===== src/rtl/logc_pkg.sv =====
// logc_pkg: shared constants and the 2^(k/32) mantissa ROM for the log-to-linear expander
package logc_pkg;
  localparam int MANT_W = 17;
  localparam int MANT_FRAC = MANT_W - 2;
  localparam int IDX_W = 5;
  localparam int INTERP_W = 3;
  localparam int ROM_N = 33;
  // round(2^(k/32) * 32768), Q2.15
  localparam logic [MANT_W-1:0] EXP2_ROM [ROM_N] = '{
    17'd32768, 17'd33486, 17'd34219, 17'd34968, 17'd35734, 17'd36516, 17'd37316, 17'd38133,
    17'd38968, 17'd39821, 17'd40693, 17'd41584, 17'd42495, 17'd43425, 17'd44376, 17'd45348,
    17'd46341, 17'd47356, 17'd48393, 17'd49452, 17'd50535, 17'd51642, 17'd52773, 17'd53928,
    17'd55109, 17'd56316, 17'd57549, 17'd58809, 17'd60097, 17'd61413, 17'd62757, 17'd64132,
    17'd65536
  };
endpackage


===== src/rtl/logc_exp2_lut.sv =====
// logc_exp2_lut: combinational mantissa ROM returning the segment endpoints L[k] and L[k+1]
//   k_i    : segment index
//   base_o : L[k]
//   next_o : L[k+1]
module logc_exp2_lut
  import logc_pkg::*;
(
  input  logic [IDX_W-1:0]  k_i,
  output logic [MANT_W-1:0] base_o,
  output logic [MANT_W-1:0] next_o
);
  assign base_o = EXP2_ROM[{1'b0, k_i}];
  assign next_o = EXP2_ROM[{1'b0, k_i} + 6'd1];
endmodule


===== src/rtl/logc_expand.sv =====
// logc_expand: 3-stage log2-code to linear converter (ROM lookup, interpolation, shift/round/saturate)
//   clk, reset_n          : clock, async active-low reset
//   in_valid/in_ready     : input handshake, data_in = log code Q(DATA_WIDTH-FRAC_W).FRAC_W
//   out_valid/out_ready   : output handshake, data_out = round(2^code) saturated, sat = saturated flag
module logc_expand
  import logc_pkg::*;
#(
  parameter int DATA_WIDTH = 16,
  parameter int FRAC_W = 8,
  parameter int OUT_WIDTH = 16
) (
  input  logic                  clk,
  input  logic                  reset_n,
  input  logic                  in_valid,
  output logic                  in_ready,
  input  logic [DATA_WIDTH-1:0] data_in,
  output logic                  out_valid,
  input  logic                  out_ready,
  output logic [OUT_WIDTH-1:0]  data_out,
  output logic                  sat
);
  localparam int EW = DATA_WIDTH - FRAC_W;
  localparam int FX = IDX_W + INTERP_W;
  localparam int PW = MANT_W + INTERP_W;
  localparam int UW = MANT_W + OUT_WIDTH;
  logic adv;
  logic [FX-1:0] fx;
  logic [MANT_W-1:0] base_d, next_d, m_d;
  logic [PW-1:0] prod;
  logic [UW-1:0] up;
  logic [MANT_W:0] dn;
  logic [OUT_WIDTH-1:0] data_d;
  logic sat_d;
  logic v1_q, v2_q, out_valid_q, sat_q;
  logic [MANT_W-1:0] base_q, next_q, m_q;
  logic [INTERP_W-1:0] lo_q;
  logic [EW-1:0] e1_q, e2_q;
  logic [OUT_WIDTH-1:0] data_q;
  assign adv = !out_valid_q || out_ready;
  assign in_ready = adv;
  // top FX fraction bits, zero-padded when FRAC_W < FX, extra low bits truncated
  assign fx = FX'({data_in[FRAC_W-1:0], {FX{1'b0}}} >> FRAC_W);
  logc_exp2_lut u_lut (
    .k_i   (fx[FX-1 -: IDX_W]),
    .base_o(base_d),
    .next_o(next_d)
  );
  assign prod = PW'(next_q - base_q) * PW'(lo_q);
  assign m_d = base_q + MANT_W'(prod >> INTERP_W);
  assign up = UW'(m_q) << (e2_q - EW'(MANT_FRAC));
  // round-half-up when the mantissa is shifted down
  assign dn = ((MANT_W+1)'(m_q) + ((MANT_W+1)'(1) << (EW'(MANT_FRAC - 1) - e2_q))) >> (EW'(MANT_FRAC) - e2_q);
  assign sat_d = e2_q >= EW'(OUT_WIDTH) || (e2_q >= EW'(MANT_FRAC) && |up[UW-1:OUT_WIDTH]);
  assign data_d = sat_d ? '1 : e2_q >= EW'(MANT_FRAC) ? up[OUT_WIDTH-1:0] : OUT_WIDTH'(dn);
  always_ff @(posedge clk or negedge reset_n) begin
    if (!reset_n) begin
      v1_q <= 1'b0;
      base_q <= '0;
      next_q <= '0;
      lo_q <= '0;
      e1_q <= '0;
      v2_q <= 1'b0;
      m_q <= '0;
      e2_q <= '0;
      out_valid_q <= 1'b0;
      data_q <= '0;
      sat_q <= 1'b0;
    end else if (adv) begin
      v1_q <= in_valid;
      base_q <= base_d;
      next_q <= next_d;
      lo_q <= fx[INTERP_W-1:0];
      e1_q <= data_in[DATA_WIDTH-1:FRAC_W];
      v2_q <= v1_q;
      m_q <= m_d;
      e2_q <= e1_q;
      out_valid_q <= v2_q;
      data_q <= data_d;
      sat_q <= sat_d;
    end
  end
  assign out_valid = out_valid_q;
  assign data_out = data_q;
  assign sat = sat_q;
endmodule


===== config.mk =====
export PLATFORM = sky130hd
export DESIGN_NAME = logc_expand
export DESIGN_NICKNAME = d
export VERILOG_FILES = /design/src/rtl/logc_pkg.sv /design/src/rtl/logc_exp2_lut.sv /design/src/rtl/logc_expand.sv
export SDC_FILE = /design/constraint.sdc
export NUM_CORES = 1
export LEC_CHECK = 0
export BUFFER_PORTS_ARGS = -buffer_cell sky130_fd_sc_hd__clkbuf_2
export CAP_MARGIN = 20
export CORE_ASPECT_RATIO = 1.2
export CORE_MARGIN = 1.5
export CORE_UTILIZATION = 58
export CTS_BUF_LIST = sky130_fd_sc_hd__clkbuf_16
export DETAILED_ROUTE_END_ITERATION = 10
export GPL_TIMING_DRIVEN = 0
export PLACE_DENSITY_LB_ADDON = 0.05
export SLEW_MARGIN = 20
export SYNTH_ARGS = -nofsm -noshare
export SYNTH_HDL_FRONTEND = slang
export SYNTH_SLANG_ARGS = --single-unit

===== constraint.sdc =====
create_clock -name clk -period 5.8 [get_ports clk]
set_input_delay 0.87 -clock clk [delete_from_list [all_inputs] [get_ports clk]]
set_output_delay 0.87 -clock clk [all_outputs]
set_load 0.1 [all_outputs]

==> After elaboration in Yosys (flattened, before gate mapping) <==
Memory sizes are Yosys's and may differ from the RTL's. A register that Yosys moved wholly into a read port is not among the register bits.
Cells that the tools add are included.
W data, S select, Z words.
{ "classes": {"add_sub_neg": 7, "n_mul": 1, "n_lt_le_gt_ge": 2, "shifts": 3, "muxes": 2, "bitwise": 2, "reduce_logical": 7} }
{ "op_table": {"columns": ["cell", "n"], "rows": [
  ["$shl A17 B8 Y33", 1],
  ["$mux W16", 2],
  ["$mul A20 B3 Y20", 1],
  ["$add A17 B18 Y18", 1],
  ["$shl A1 B8 Y18 const A", 1],
  ["$shr A18 B8 Y16", 1],
  ["$sub A17 B17 Y18", 1],
  ["$add A17 B17 Y17", 1],
  ["$reduce_or A17 Y1", 1],
  ["$sub A4 B8 Y8 const A", 2],
  ["$ge A8 B4 Y1 const B", 1],
  ["$ge A8 B5 Y1 const B", 1],
  ["$sub A8 B4 Y8 const B", 1],
  ["$not A5 Y7", 1],
  ["$not A6 Y7", 1],
  ["$add A5 B1 Y6 const B", 1],
  ["$logic_not A1 Y1", 3],
  ["$logic_or A1 B1 Y1", 2],
  ["$logic_and A1 B1 Y1", 1]
]} }
{ "totals": {"ff_bits": 56, "romBits": 2176, "elab_cells": 35, "mem_count": 2} }
{ "memory_table": {"columns": ["name", "depth", "word_bits", "rd", "rd_clocked_by_memory_dff", "wr", "line_no", "source"], "rows": [
  ["(name not given)", 64, 17, 1, 1, 0, "logc_exp2_lut.sv:13", "assign next_o = EXP2_ROM[{1'b0, k_i} + 6'd1];"],
  ["(name not given)", 64, 17, 1, 1, 0, "logc_exp2_lut.sv:12", "assign base_o = EXP2_ROM[{1'b0, k_i}];"]
]} }

==> Longest topological paths before layout <==
{ "depth": {"depth_word": 6, "mapped_depth": 33} }

==> Modules after synthesis <==
From an unflattened synthesis, not the netlist that was laid out.
{ "hier_totals": {"hier_cells": 1511, "hier_area_um2": 11195.7} }
{ "modules_own_cells": {"columns": ["mod", "n_inst", "cells_each", "area_each_um2", "seq_area_each_um2"], "rows": [
  ["logc_expand", 1, 1229, 9326.4, 2252.2],
  ["logc_exp2_lut", 1, 282, 1869.3, 0.0]
]} }

==> Worst setup path before layout <==
OpenSTA, ideal clock, no wires.
{ "synth_path": {"path_type": "flip-flop to flip-flop", "start": "register next_q[0]", "end": "register m_q[16]", "setup_ns": 0.122, "arrival_time_ns": 5.729, "slack_ns": -0.051, "stages_incl_launch_ff": 34, "path_buffers": 1, "path_cell_list": "dfrtp_1 > inv_1 > ha_1 > inv_1 > fa_1 > a21o_1 > a21oi_1 > o21bai_1 > a21oi_1 > o21bai_1 > a41o_1 > nor2_1 > xnor2_1 > nand2_1 > fa_1 > inv_1 > ha_1 > nand3_1 > nand2_1 > a41o_1 > o41ai_1 > o21bai_1 > a21oi_1 > xnor2_1 > ha_1 > clkbuf_1 > nand3_1 > nand2_1 > a41o_1 > mux2i_1 > nand2_1 > xor2_1 > mux2i_1 > nand2_1"} }
{ "synth_between": {"elab_chain_len": 3} }
{ "synth_rtl": {"columns": ["item", "line_no", "source"], "rows": [
  ["start, declared", "logc_expand.sv:35", "logic [MANT_W-1:0] base_q, next_q, m_q;"],
  ["$sub A17 B17 Y18", "logc_expand.sv:48", "assign prod = PW'(next_q - base_q) * PW'(lo_q);"],
  ["$mul A20 B3 Y20", "logc_expand.sv:48", null],
  ["$add A17 B17 Y17", "logc_expand.sv:49", "assign m_d = base_q + MANT_W'(prod >> INTERP_W);"],
  ["end signal, assigned", "logc_expand.sv:75", "m_q <= m_d;"],
  ["end, declared", "logc_expand.sv:35", null]
]} }
Every way passes these cells.
A chain may end at the register's enable or synchronous reset.

==> Final worst setup path <==
Ends and elaborated chain as after synthesis.

==> results.cfg <==
[setup_path]
slowest_delay_ns = 0.52
r2r-start = next_q[0]$_DFFE_PN0P_
r2r_setup_slack_ns = -0.39
cp_data_required_time_ns = 6.04
crit_fanout = 5
setup.worst_path.start = next_q[0]$_DFFE_PN0P_
rr_endpoint = m_q[16]$_DFFE_PN0P_
crit_top_cell = nand2_1
critPathCaptureType = register
slowest_stage = fa_1
crit_arrival_ns = 6.43
startpoint_type = register
path_class = reg2reg
critPathCapture = m_q[16]$_DFFE_PN0P_
reg2regPathDepth = 31

[clocking]
htree_levels = 3
cts_root_buffer = clkbuf_16
insertion_delay_ns = 0.36
clk_pin_slew_ns = 0.07
clock-sinks = 89
cts_inserted_buffers = 9
cts_hold_buf = 0
cts.path.max_buffers = 2
cts_tree = done

[yosys]
netlist_area_um2 = 10900
synthAdderAreaFrac_pct = 13.8
synth_area_leaders = dfrtp_1 20%, ha_1 10%, nand2_1 7.6%
postSynth.asyncResetShare_pct = 100
synth_common_cells = 221 x nand2_1, 126 x nor2_1, 89 x dfrtp_1
syn-num-nets = 1536
netlist_instances = 1408
yosysTopAreaCellShare_pct = 20.4
synth-compound-area-share_pct = 23.9
synth_xor_area_share_pct = 6.50
yosys.area.top_type = dfrtp_1
synthMuxAreaShare_pct = 7.13
synth_simple_gate_area_share_pct = 22.2
synth.distinct_cells = 83
synth_area_per_cell_um2 = 7.74
ys_warn_count = 0
yosysSeqAreaShare_pct = 20.4
yosysMostFrequentCell = nand2_1
synth_flop_cell = dfrtp_1
synth_top_family_by_area = compound AO/OA/AOI/OAI gates
ys_seq_elements = 89
synth_edf_count = 0

[placement]
gp_congestion = 1.02
io_buffer_count = 38
place_hpwl_um = 28200
dpl-instance-area_um2 = 11400

[detailed_routing]
vias = 11400
dr.pass1.iters = 5
routed_wl_um = 37200
viasPerCell = 6.54
drcViolationCount = 0
wl_per_cell_um = 21.4
first_iter_violations = 1158
drt.antenna.violating_nets = 0

[global_route]
grt.overflow.total = 0
grt_max_degree = 90
grt_pass1_vias = 11100
antenna_found_initial = 0
grt_pass1_wl_um = 59000
grt_usage_pct = 38.2

[finish]
regArea_um2 = 2230
nets = 1608
antenna_cells = 0
layout-area-overhead-vs-synth_pct = 12.4
fill_cells = 1550
stdcell_area_um2 = 12300
post_route_cells_drive_above_1_share_pct = 12.9
multiInputGateArea_um2 = 8350

[sta]
setup_viol = 3
hold_viol_final = 0
fin_skew_ns = 0.00640
rsz0062_at_grt = true
fin_crit_sh_pct = 107
drv_slew = 0
fmaxAchievable_mhz = 162
finalCriticalPeriod_ns = 6.19
setup_ws_ns = -0.386
slew_headroom_pct = 40.4
hold_ws_ns = 0.468
worst_slew_pin_slew_ns = 0.887

[floorplan]
core_um2 = 18300
die_h_um = 153
rows = 54
die_area_um2 = 19600
floorplan.initialDensity_pct = 59.5
fp.dieW_um = 128
pin_count = 39

[hold_path]
hold_class = reg2reg
hold_depth = 2

[run_status]
violations = negative setup slack
outcome = finished with violations

[run]
cap_violations = 0
## layer usage
layer	vias to the layer above	track usage (%)	routed length, µm
li1	5244	-	-
met1	5398	44.1	14000
met5	-	0	0
met2	549	66.4	18200
met4	0	25.4	2880
met3	162	4.10	2100
## flip-flops by register name, indices dropped and copies added (netlist names)
register   count
base_q        16
data_out      16
e1_q           8
e2_q           8
lo_q           3
m_q           17
next_q        17
out_valid      1
sat            1
v1_q           1
v2_q           1
## layout make-up
cell class              instances  share of cell area (%)
inverters                      79                    2.45
plain buffers                  83                    2.96
clock inverters                 7                   0.643
flip-flops and latches         89                    18.2
multi-input cells            1155                    68.1
clock buffers                   9                    1.84
well taps                     252                    2.57
repair buffers                 63                    3.22
## worst min-delay path by stage
| stage | from | to | slack, ns |
|---|---|---|---|
| after floorplan | v2_q$_DFFE_PN0P_ | v2_q$_DFFE_PN0P_ | 0.43 |
| after global placement | v2_q$_DFFE_PN0P_ | v2_q$_DFFE_PN0P_ | 0.45 |
| after detailed placement | e1_q[2]$_DFFE_PN0P_ | e1_q[2]$_DFFE_PN0P_ | 0.46 |
| after CTS | e1_q[2]$_DFFE_PN0P_ | e1_q[2]$_DFFE_PN0P_ | 0.47 |
| after global routing | v1_q$_DFFE_PN0P_ | v1_q$_DFFE_PN0P_ | 0.49 |
| final | e1_q[2]$_DFFE_PN0P_ | e1_q[2]$_DFFE_PN0P_ | 0.47 |
## per-stage QoR
step / setup TNS (ns) / util, % / cells / setup slack, ns
4_1_cts: -0.266 / 65.8 / 1729 / -0.144
2_1_floorplan: 0 / - / 1408 / 0.0730
3_5_place_dp: -5.22 / 62.4 / 1698 / -0.753
5_1_grt: -1.55 / 66.9 / 1737 / -0.586
3_3_place_gp: -5.41 / 62.3 / 1698 / -0.685
6_report: -0.794 / 66.9 / 1737 / -0.386
## cells in the final DEF (no fill, tap or decap), types with 41 or more instances in the layout
master	n
a21oi_1	65
clkbuf_1	57
clkbuf_2	41
dfrtp_1	89
ha_1	78
inv_1	69
mux2i_1	41
nand2_1	219
nand3_1	42
nor2_1	124
o21ai_0	61
xnor2_1	53
## worst max-delay path, delay by kind of cell (launching register included)
kind                       cells  cell delay [ns]
adders and majority gates      5             1.52
buffers and inverters          4             0.28
DFF                            1             0.38
AOI/OAI and AO/OA             11             2.05
muxes                          2             0.48
xor gates and xnor gates       3             0.40
and+or+nand+nor                6             0.98
## timing repair
item | 4_1_cts | 5_1_grt
buffers inserted | 16 | 10
setup endpoints to repair | 21 | 19
pin swaps | 37 | 41
gates resized for setup | 47 | 36
endpoints found under the hold margin | 0 | 0
## cell families after synthesis
| kind of cell | Yosys count |
|---|---|
| and+or+nand+nor | 535 |
| adders and majority gates | 108 |
| xor gates and xnor gates | 77 |
| DFF | 89 |
| buffers and inverters | 164 |
| AOI/OAI and AO/OA | 373 |
| muxes | 62 |
Power is left out: the tool's default activity adds up to more than one toggle a clock period on the data nets, which glitch-free logic cannot reach.
